--- src/rtl/multi_voice_audio_engine.sv ---
// multi_voice_audio_engine: N-voice tone synthesiser.
// Each voice has a phase accumulator, a square/saw waveform and an amplitude.
// The voice samples are summed into a registered mix word. A first-order
// sigma-delta modulator turns the mix into a 1-bit audio stream.
// Optional feature macro: NOISE_VOICE_EN adds a 16-bit Galois LFSR noise
// source for wave==2. When the macro is undefined, wave==2 is silent.
module multi_voice_audio_engine #(
  parameter int NUM_VOICES = 4,
  parameter int PHASE_W    = 16,
  parameter int AMP_W      = 4,
  parameter int SAMPLE_DIV = 256,
  localparam int VID_W     = (NUM_VOICES > 1) ? $clog2(NUM_VOICES) : 1,
  localparam int MIX_W     = AMP_W + ((NUM_VOICES > 1) ? $clog2(NUM_VOICES) : 0)
) (
  input  logic               clk,
  input  logic               rst,
  input  logic               cfg_valid,
  output logic               cfg_ready,
  input  logic [VID_W-1:0]   cfg_voice,
  input  logic [PHASE_W-1:0] cfg_incr,
  input  logic [AMP_W-1:0]   cfg_amp,
  input  logic [1:0]         cfg_wave,
  input  logic               cfg_prst,
  output logic               cfg_err,
  output logic               sample_tick,
  output logic [MIX_W-1:0]   mix,
  output logic               audio
);

  localparam int CNT_W = $clog2(SAMPLE_DIV);

  logic [CNT_W-1:0] cnt_reg;
  logic             tick_d_reg;
  logic             ready_reg;
  logic             err_reg;
  logic [MIX_W-1:0] mix_reg;
  logic [MIX_W-1:0] acc_reg;
  logic             audio_reg;
  logic [MIX_W-1:0] mix_next;
  logic             cfg_fire;
  logic             voice_ok;
  logic [AMP_W-1:0] sample [NUM_VOICES];

  assign cfg_fire    = cfg_valid & ready_reg;
  assign voice_ok    = ({1'b0, cfg_voice} < (VID_W + 1)'(NUM_VOICES));
  assign sample_tick = (cnt_reg == CNT_W'(SAMPLE_DIV - 1));
  assign cfg_ready   = ready_reg;
  assign cfg_err     = err_reg;
  assign mix         = mix_reg;
  assign audio       = audio_reg;

`ifdef NOISE_VOICE_EN
  logic [15:0] lfsr_reg;

  // Noise source: right-shifting Galois LFSR, taps 16,15,13,4, stepped once per sample tick
  always_ff @(posedge clk) begin
    if (rst) begin
      lfsr_reg <= 16'hACE1;
    end else if (sample_tick) begin
      lfsr_reg <= {1'b0, lfsr_reg[15:1]} ^ (lfsr_reg[0] ? 16'hD008 : 16'h0000);
    end
  end
`endif

  // Sample-rate prescaler, handshake readiness and bad-index error pulse
  always_ff @(posedge clk) begin
    if (rst) begin
      cnt_reg    <= '0;
      tick_d_reg <= 1'b0;
      ready_reg  <= 1'b0;
      err_reg    <= 1'b0;
    end else begin
      cnt_reg    <= sample_tick ? '0 : cnt_reg + 1'b1;
      tick_d_reg <= sample_tick;
      ready_reg  <= 1'b1;
      err_reg    <= cfg_fire & ~voice_ok;
    end
  end

  genvar gi;
  generate
    for (gi = 0; gi < NUM_VOICES; gi++) begin : g_voice
      logic [PHASE_W-1:0] phase_reg;
      logic [PHASE_W-1:0] incr_reg;
      logic [AMP_W-1:0]   amp_reg;
      logic [1:0]         wave_reg;
      logic [AMP_W-1:0]   voice_sample;
      logic               sel;

      assign sel = cfg_fire & voice_ok & (cfg_voice == VID_W'(gi));

      // Phase accumulation uses the incr already held; a same-edge write only lands for the next tick
      always_ff @(posedge clk) begin
        if (rst) begin
          phase_reg <= '0;
          incr_reg  <= '0;
          amp_reg   <= '0;
          wave_reg  <= 2'd0;
        end else begin
          if (sel && cfg_prst) begin
            phase_reg <= '0;
          end else if (sample_tick) begin
            phase_reg <= phase_reg + incr_reg;
          end
          if (sel) begin
            incr_reg <= cfg_incr;
            amp_reg  <= cfg_amp;
            wave_reg <= cfg_wave;
          end
        end
      end

      // Waveform shaping from the current voice registers; saw keeps the top AMP_W bits of phase*amp
      always_comb begin
        voice_sample = '0;
        if (amp_reg != '0) begin
          case (wave_reg)
            2'd0: voice_sample = phase_reg[PHASE_W-1] ? '0 : amp_reg;
            2'd1: voice_sample = AMP_W'(({{AMP_W{1'b0}}, phase_reg[PHASE_W-1 -: AMP_W]} *
                                         {{AMP_W{1'b0}}, amp_reg}) >> AMP_W);
`ifdef NOISE_VOICE_EN
            2'd2: voice_sample = AMP_W'(({{AMP_W{1'b0}}, lfsr_reg[15 -: AMP_W]} *
                                         {{AMP_W{1'b0}}, amp_reg}) >> AMP_W);
`endif
            default: voice_sample = '0;
          endcase
        end
      end

      assign sample[gi] = voice_sample;
    end
  endgenerate

  // Sum of all voices; MIX_W leaves headroom for NUM_VOICES full-scale samples
  always_comb begin
    mix_next = '0;
    for (int i = 0; i < NUM_VOICES; i++) begin
      mix_next = mix_next + MIX_W'(sample[i]);
    end
  end

  // Mix capture one clock after the tick edge, then first-order sigma-delta every clock
  always_ff @(posedge clk) begin
    if (rst) begin
      mix_reg   <= '0;
      acc_reg   <= '0;
      audio_reg <= 1'b0;
    end else begin
      if (tick_d_reg) begin
        mix_reg <= mix_next;
      end
      {audio_reg, acc_reg} <= {1'b0, acc_reg} + {1'b0, mix_reg};
    end
  end

endmodule
--- config.mk ---
export PLATFORM = sky130hd
export DESIGN_NAME = multi_voice_audio_engine
export DESIGN_NICKNAME = d
export VERILOG_FILES = /design/src/rtl/multi_voice_audio_engine.sv
export SDC_FILE = /design/constraint.sdc
export NUM_CORES = 1
export LEC_CHECK = 0
export CORE_MARGIN = 2
export CORE_UTILIZATION = 40
export CTS_CLUSTER_SIZE = 20
export DETAILED_ROUTE_END_ITERATION = 16
export RECOVER_POWER = 100
export SYNTH_ARGS = -nofsm -noshare
export SYNTH_HDL_FRONTEND = slang
export SYNTH_SLANG_ARGS = --single-unit
--- constraint.sdc ---
create_clock -name clk -period 6.75 [get_ports clk]
set_input_delay 1.35 -clock clk [delete_from_list [all_inputs] [get_ports clk]]
set_output_delay 1.35 -clock clk [all_outputs]
set_load 0.02 [all_outputs]
==> flow_metrics.env <==
export IMPL_outcome="finished with violations"
export IMPL_violations="max-capacitance violations, max-slew violations"
export IMPL_htreeDepth=4
export IMPL_wl_per_cell_um=15.1
export IMPL_grt_max_degree=74
export IMPL_postCtsResizedCells=0
export IMPL_startpoint_type="flip-flop"
export IMPL_path_max_fanout=7
export IMPL_cts_buffers_inserted=17
export IMPL_clockBufferDepth=2
export IMPL_p_leak_nw=5.06
export IMPL_grt_antenna_before_repair=0
export IMPL_rsz0062_at_grt="false"
export IMPL_netSwitchingFraction_pct=25.2
export IMPL_synth_top_area_cell="dfxtp_1"
export IMPL_synth_area_top_cells="dfxtp_1, ha_1, nand2_1"
export IMPL_row_count=60
export IMPL_port_buffers=36
export IMPL_dieArea_um2=28700
export IMPL_boundaryPins=38
export IMPL_ant_nets=0
export IMPL_cellPowerDensity_nw_per_um2=183
export IMPL_yosysSeqAreaShare_pct=32.0
export IMPL_intPower_mw=1.66
export IMPL_critPathBufInv=2
export IMPL_die_y_um=169
export IMPL_period_share_pct=78.2
export IMPL_clk_pin_slew_ns=0.07
export IMPL_total_power_mw=2.22
export IMPL_crit_top_cell="fa_1"
export IMPL_layout_drive_gt1_share_pct=4.27
export IMPL_ys_ff_latch=175
export IMPL_yosys_warnings=0
export IMPL_critical_path_top_delay_family="adder cells"
export IMPL_worstHoldStart="g_voice[2].phase_reg[4]"
export IMPL_fmax_mhz=189
export IMPL_yosysTopAreaCellShare_pct=32.0
export IMPL_hold_buffers=0
export IMPL_worstPathRequired_ns=7.01
export IMPL_die_x_um=169
export IMPL_cts_root_buf="clkbuf_16"
export IMPL_final_core_util_pct=45.2
export IMPL_synthArstFlopShare_pct=0
export IMPL_r2r_cells=20
export IMPL_hold_class="flip-flop to flip-flop"
export IMPL_cts_sinks=175
export IMPL_fin_setup_tns_ns=0
export IMPL_start_util_pct=40.7
export IMPL_worstSkewPairLatency_ns=0.45
export IMPL_sequentialPowerShare_pct=47.7
export IMPL_synth_cell_types=66
export IMPL_critical_path_slowest_cell="fa_1"
export IMPL_syn_instance_count=1367
export IMPL_slew_headroom_pct=-34.1
export IMPL_min_to="g_voice[2].phase_reg[4]"
export IMPL_critPathArrivalTime_ns=5.54
export IMPL_wirelength_um=26100
export IMPL_cts_setup_buffers=0
export IMPL_grt_overflow=0
export IMPL_synth_edf_count=0
export IMPL_grt_pass1_wl_um=44100
export IMPL_rrSetupSlack_ns=1.47
export IMPL_syn_area_per_cell_um2=8.00
export IMPL_grt_pass1_vias=8881
export IMPL_finalWeightedCongestion=0.811
export IMPL_final_setup_skew_ns=0.0189
export IMPL_hold_depth=2
export IMPL_peakVddDrop_mv=0.123
export IMPL_hold_violations=0
export IMPL_syn_area_um2=10900
export IMPL_drcViolationCount=0
export IMPL_worst_pin_slew_ns=2.01
export IMPL_slowest_delay_ns=0.54
export IMPL_setup_violations=0
export IMPL_cp_end_kind="flip-flop"
export IMPL_first_pass_iters=4
export IMPL_vias_per_cell=5.39
export IMPL_pwr_share_clk_pct=46.9
export IMPL_track_usage_pct=18.9
export IMPL_maxCapViolations=1
export IMPL_min_period_ns=5.28
export IMPL_vias=9294
export IMPL_crit_chain="nand2_1, fa_1, inv_1, fa_1, ha_1, and4_1, a21o_1, a21oi_1, o21bai_1, a21oi_1, xor2_1, a2bb2oi_1, fa_1, fa_1, inv_1, ha_1, a21oi_1, xnor2_1, mux2i_1, nor2_1"
export IMPL_slew_violations=45
export IMPL_reg2reg_from="g_voice[2].amp_reg[3]"
export IMPL_drt_iter0_drc=516
export IMPL_diodes=0
export IMPL_p_sw_uw=560
export IMPL_p_comb_share_pct=5.4
export IMPL_coreArea_um2=26900
export IMPL_synth_fp_nets=1532
export IMPL_syn_to_final_growth_pct=11.0
export IMPL_cts_tree="built"
export IMPL_worstSetupPathType="flip-flop to flip-flop"
export IMPL_reg2reg_to="mix[4]"
export IMPL_final_nets=1535
export IMPL_ys_flop_type="dfxtp_1"
export IMPL_dpl_hpwl_um=18600
## placed cells by master (no fill, tap or decap), types with 6 or more instances in the layout
master	netlist	routed
nand2b_1	10	10
or3_1	7	7
nor2_1	63	63
and2_1	41	41
nand4_1	8	8
o21a_1	11	11
dlygate4sd3_1	0	10
a21oi_1	175	175
o211ai_1	7	7
buf_4	1	7
inv_1	54	53
and3_1	8	8
xnor2_1	27	27
xor2_1	19	19
clkbuf_16	0	17
a21o_1	30	30
nor2b_1	20	20
o21bai_1	10	10
nand2_1	280	280
o21ai_0	38	38
a31oi_1	7	7
dfxtp_1	175	175
nand3_1	35	35
nor4_1	8	8
fa_1	25	25
and4_1	6	6
or2_2	9	9
clkdlybuf4s50_1	0	25
ha_1	112	112
a211oi_1	18	18
nor3_1	29	28
mux2i_1	9	9
## power by group through the flow
stage                     clock network [mW]  registers (mW)  logic [mW]
after global routing                    1.11            1.06       0.134
after detailed placement                   0            1.08       0.121
after floorplan                            0            1.08      0.0729
final                                   1.04            1.06       0.120
after global placement                     0            1.08       0.121
after CTS                               1.06            1.06       0.122
## how the worst max path moves through the flow
stage / from / endpoint / cells after the start
after floorplan: g_voice[0].amp_reg[3] / mix[4] / 21
after global placement: g_voice[0].amp_reg[3] / mix[4] / 21
after detailed placement: g_voice[0].amp_reg[3] / mix[4] / 21
after CTS: g_voice[0].amp_reg[3] / mix[4] / 21
after global routing: g_voice[0].amp_reg[3] / mix[4] / 21
final: g_voice[2].amp_reg[3] / mix[4] / 20
## tightest hold or removal path: stages (launching register included)
cell,delay [ns]
dfxtp_1,0.32
nand2_1,0.05
a21oi_1,0.05
## cell type report
type / count / area (µm²)
tap: 341 / 427
sequential: 175 / 3500
multi-input combinational: 1079 / 7000
clock buffer: 19 / 443
fill: 2678 / 14700
clock inverter: 13 / 164
inverter: 54 / 203
timing repair buffer: 43 / 407
## metal layers
layer / track usage [%] / share of wire, % / vias to the layer above / wire length, µm
li1: - / - / 4788 / -
met1: 24.6 / 48 / 4356 / 12600
met2: 32.5 / 47 / 124 / 12300
met3: 3.13 / 2.8 / 26 / 734
met4: 5.24 / 1.6 / 0 / 425
met5: 0 / 0 / - / 0
## cells by family after synthesis
group / Yosys count / synth area share [%]
AND/OR/NAND/NOR: 541 / 22.8
AO/OA/AOI/OAI: 345 / 19.3
flip-flops: 175 / 32.0
adder cells (fa/ha/maj): 137 / 17.4
buffers and inverters: 113 / 3.96
XOR/XNOR: 46 / 3.68
multiplexers: 9 / 0.824
other: 1 / 0.0343
## per-stage QoR
stage / std cells / hold WS, ns / instance area (µm²) / setup WS, ns
finish: 1724 / 0.459 / 12100 / 1.47
global route: 1724 / 0.481 / 12100 / 1.14
CTS: 1724 / 0.462 / 12200 / 1.53
detailed placement: 1692 / 0.452 / 11600 / 1.54
global placement: 1692 / 0.444 / 11600 / 1.64
floorplan: 1367 / 0.436 / 10900 / 1.88
## synthesized netlist by cell type, drive strengths merged (3+ instances only)
| cell type | count |
|---|---|
| clkbuf | 46 |
| dfxtp | 175 |
| or2 | 9 |
| a21boi | 4 |
| o21ai | 39 |
| o21a | 12 |
| nand3 | 35 |
| buf | 13 |
| nand2 | 280 |
| ha | 112 |
| o21bai | 10 |
| and3 | 9 |
| or4 | 6 |
| inv | 54 |
| xnor2 | 27 |
| a2bb2oi | 5 |
| a22oi | 4 |
| o22ai | 3 |
| nor2b | 20 |
| o31ai | 4 |
| or3 | 7 |
| o211ai | 8 |
| nand2b | 10 |
| a21o | 31 |
| nand4 | 8 |
| a32oi | 4 |
| xor2 | 19 |
| a31oi | 7 |
| nor4 | 8 |
| a211oi | 18 |
| and2 | 41 |
| fa | 25 |
| mux2i | 9 |
| nor2 | 63 |
| nor3 | 29 |
| nand3b | 5 |
| and4 | 6 |
| a21oi | 177 |
Power figures use the tool's default switching activity.
==> variant (same settings) <==
Build with the macro `NOISE_VOICE_EN` defined.
--- a/src/rtl/multi_voice_audio_engine.sv
+++ b/src/rtl/multi_voice_audio_engine.sv
@@ -6,2 +6,4 @@
 // source for wave==2. When the macro is undefined, wave==2 is silent.
+`define NOISE_VOICE_EN
+
 module multi_voice_audio_engine #(
Function: same outputs for any inputs over 10 cycles, from zero or initial values and one cycle with rst high; that may be too few to reach the edited logic, so the function may still have changed.
==> variant against the unedited design <==
  * The run still ends with capacitance limit, slew limit left
  * Power up 3.2%
  * Sequential share of layout area down 2.8 points
  * Routed wire length up 26%
  * Sequential cell count up 16
  * Worst hold slack worse by 0.0062 ns
  * Design area up 21%
  * Die area up 23%
  * Synthesized cell count up 26%
  * Worst setup slack worse by 0.28 ns
  * Clock power down 5%
  * Synthesized area up 24%
  * Utilization down 1.3 points
  * Highest routed layer unchanged
==> variant: results (changes against the unedited design) <==
* Run status: finished, violations left
* Violated checks: capacitance limit, slew limit
* Delay contributed by the slowest stage of the critical path at 2.92 ns (+2.38 ns)
* Detailed-routing iteration count for the pre-antenna-repair pass at 5 (+1)
* Number of DRC markers after the initial detailed-route iteration at 582 (+13%)
* Cell family contributing the most delay on the critical path: buffers and inverters
* Maximum number of pins on one net before global-route repair at 86 (+16%)
* Max VDD drop at 175 uV (+43%)
* Top fanout value on the critical path at 85 (+78)
* Post-place setup slack at 1.23 ns (-0.312 ns)
* Share of post-route cells with drive strength above 1 at 2.80% (-1.5 points)
* Fill cell count at 3369 (+26%)
* Max Cap Viol at 3 (+2)
* Final clock skew at 0.0122 ns (-0.00670 ns)
* Number of vias per cell at 5.33 (-1.2%)
* Relative slew slack at -176% (-140 points)
* Sequential cell area fraction in the yosys report at 28.3% (-3.8 points)
* Leakage dissipation at 6.32 nW (+25%)
* Final routed wire length divided by cell count at 15.3 um (+0.80%)
* Commonest cells post-synth: 373 x nand2_1, 191 x dfxtp_1, 189 x a21oi_1, 152 x ha_1, 100 x inv_1
* Cell Count Post-Placement at 2129 (+26%)
* Max-slew violation count at 211 (+370%)
* GP Congestion at 0.888 (+9.4%)
* First-pass GRT wire length at 55.4 mm (+26%)
* Number of global-route vias before repair at 11100 (+25%)
[variant: kinds of logic (layout without fill, tap and decap cells)]
kind of cell | after synthesis | after routing | synth area share, %
flip-flops | 191 | 191 | 28.3
buffers and inverters | 193 | 176 | 5.54
multiplexers | 13 | 13 | 0.962
adder cells (fa/ha/maj) | 189 | 189 | 19.5
other | 1 | 1 | 0.0277
AO/OA/AOI/OAI | 378 | 378 | 17.2
AND/OR/NAND/NOR | 688 | 688 | 23.5
XOR/XNOR | 76 | 76 | 4.92
[variant: final timing paths]
kind / start / end / cells past startpoint
worst min register to register: lfsr_reg[5] / lfsr_reg[4] / 2
worst min-delay path: lfsr_reg[5] / lfsr_reg[4] / 2
worst max register to register: cnt_reg[0] / g_voice[3].phase_reg[10] / 8
worst max-delay path: cnt_reg[0] / g_voice[3].phase_reg[10] / 8
[variant: worst reg2reg max path: stages (launching register included)]
cell      delay, ns
dfxtp_1        0.37
ha_1           0.19
and3_1         0.22
and3_1         0.25
nand3_4        0.29
inv_1          0.43
clkbuf_1       2.93
nand2_1        0.47
o21ai_0        0.33
[variant: per-layer routing]
layer | share of wire (%) | GRT usage, % | vias up
li1 | - | - | 5860
met1 | 48 | 25.2 | 5419
met2 | 47 | 32.8 | 190
met3 | 2.8 | 2.79 | 41
met4 | 2.1 | 5.51 | 0
met5 | 0 | 0 | -
[variant: area by class of cell]
type	count	area, um^2	area share, %
clock buffer	18	429	2.92
inverter	100	375	2.55
sequential	191	3820	26.0
multi-input combinational	1345	8970	61.0
timing repair buffer	45	415	2.83
tap	448	561	3.81
clock inverter	13	125	0.851
[variant: power breakdown]
part	internal (mW)	switching, mW
Clock	0.487	0.496
Combinational	0.0518	0.0932
Sequential	1.14	0.0212
Total	1.68	0.611
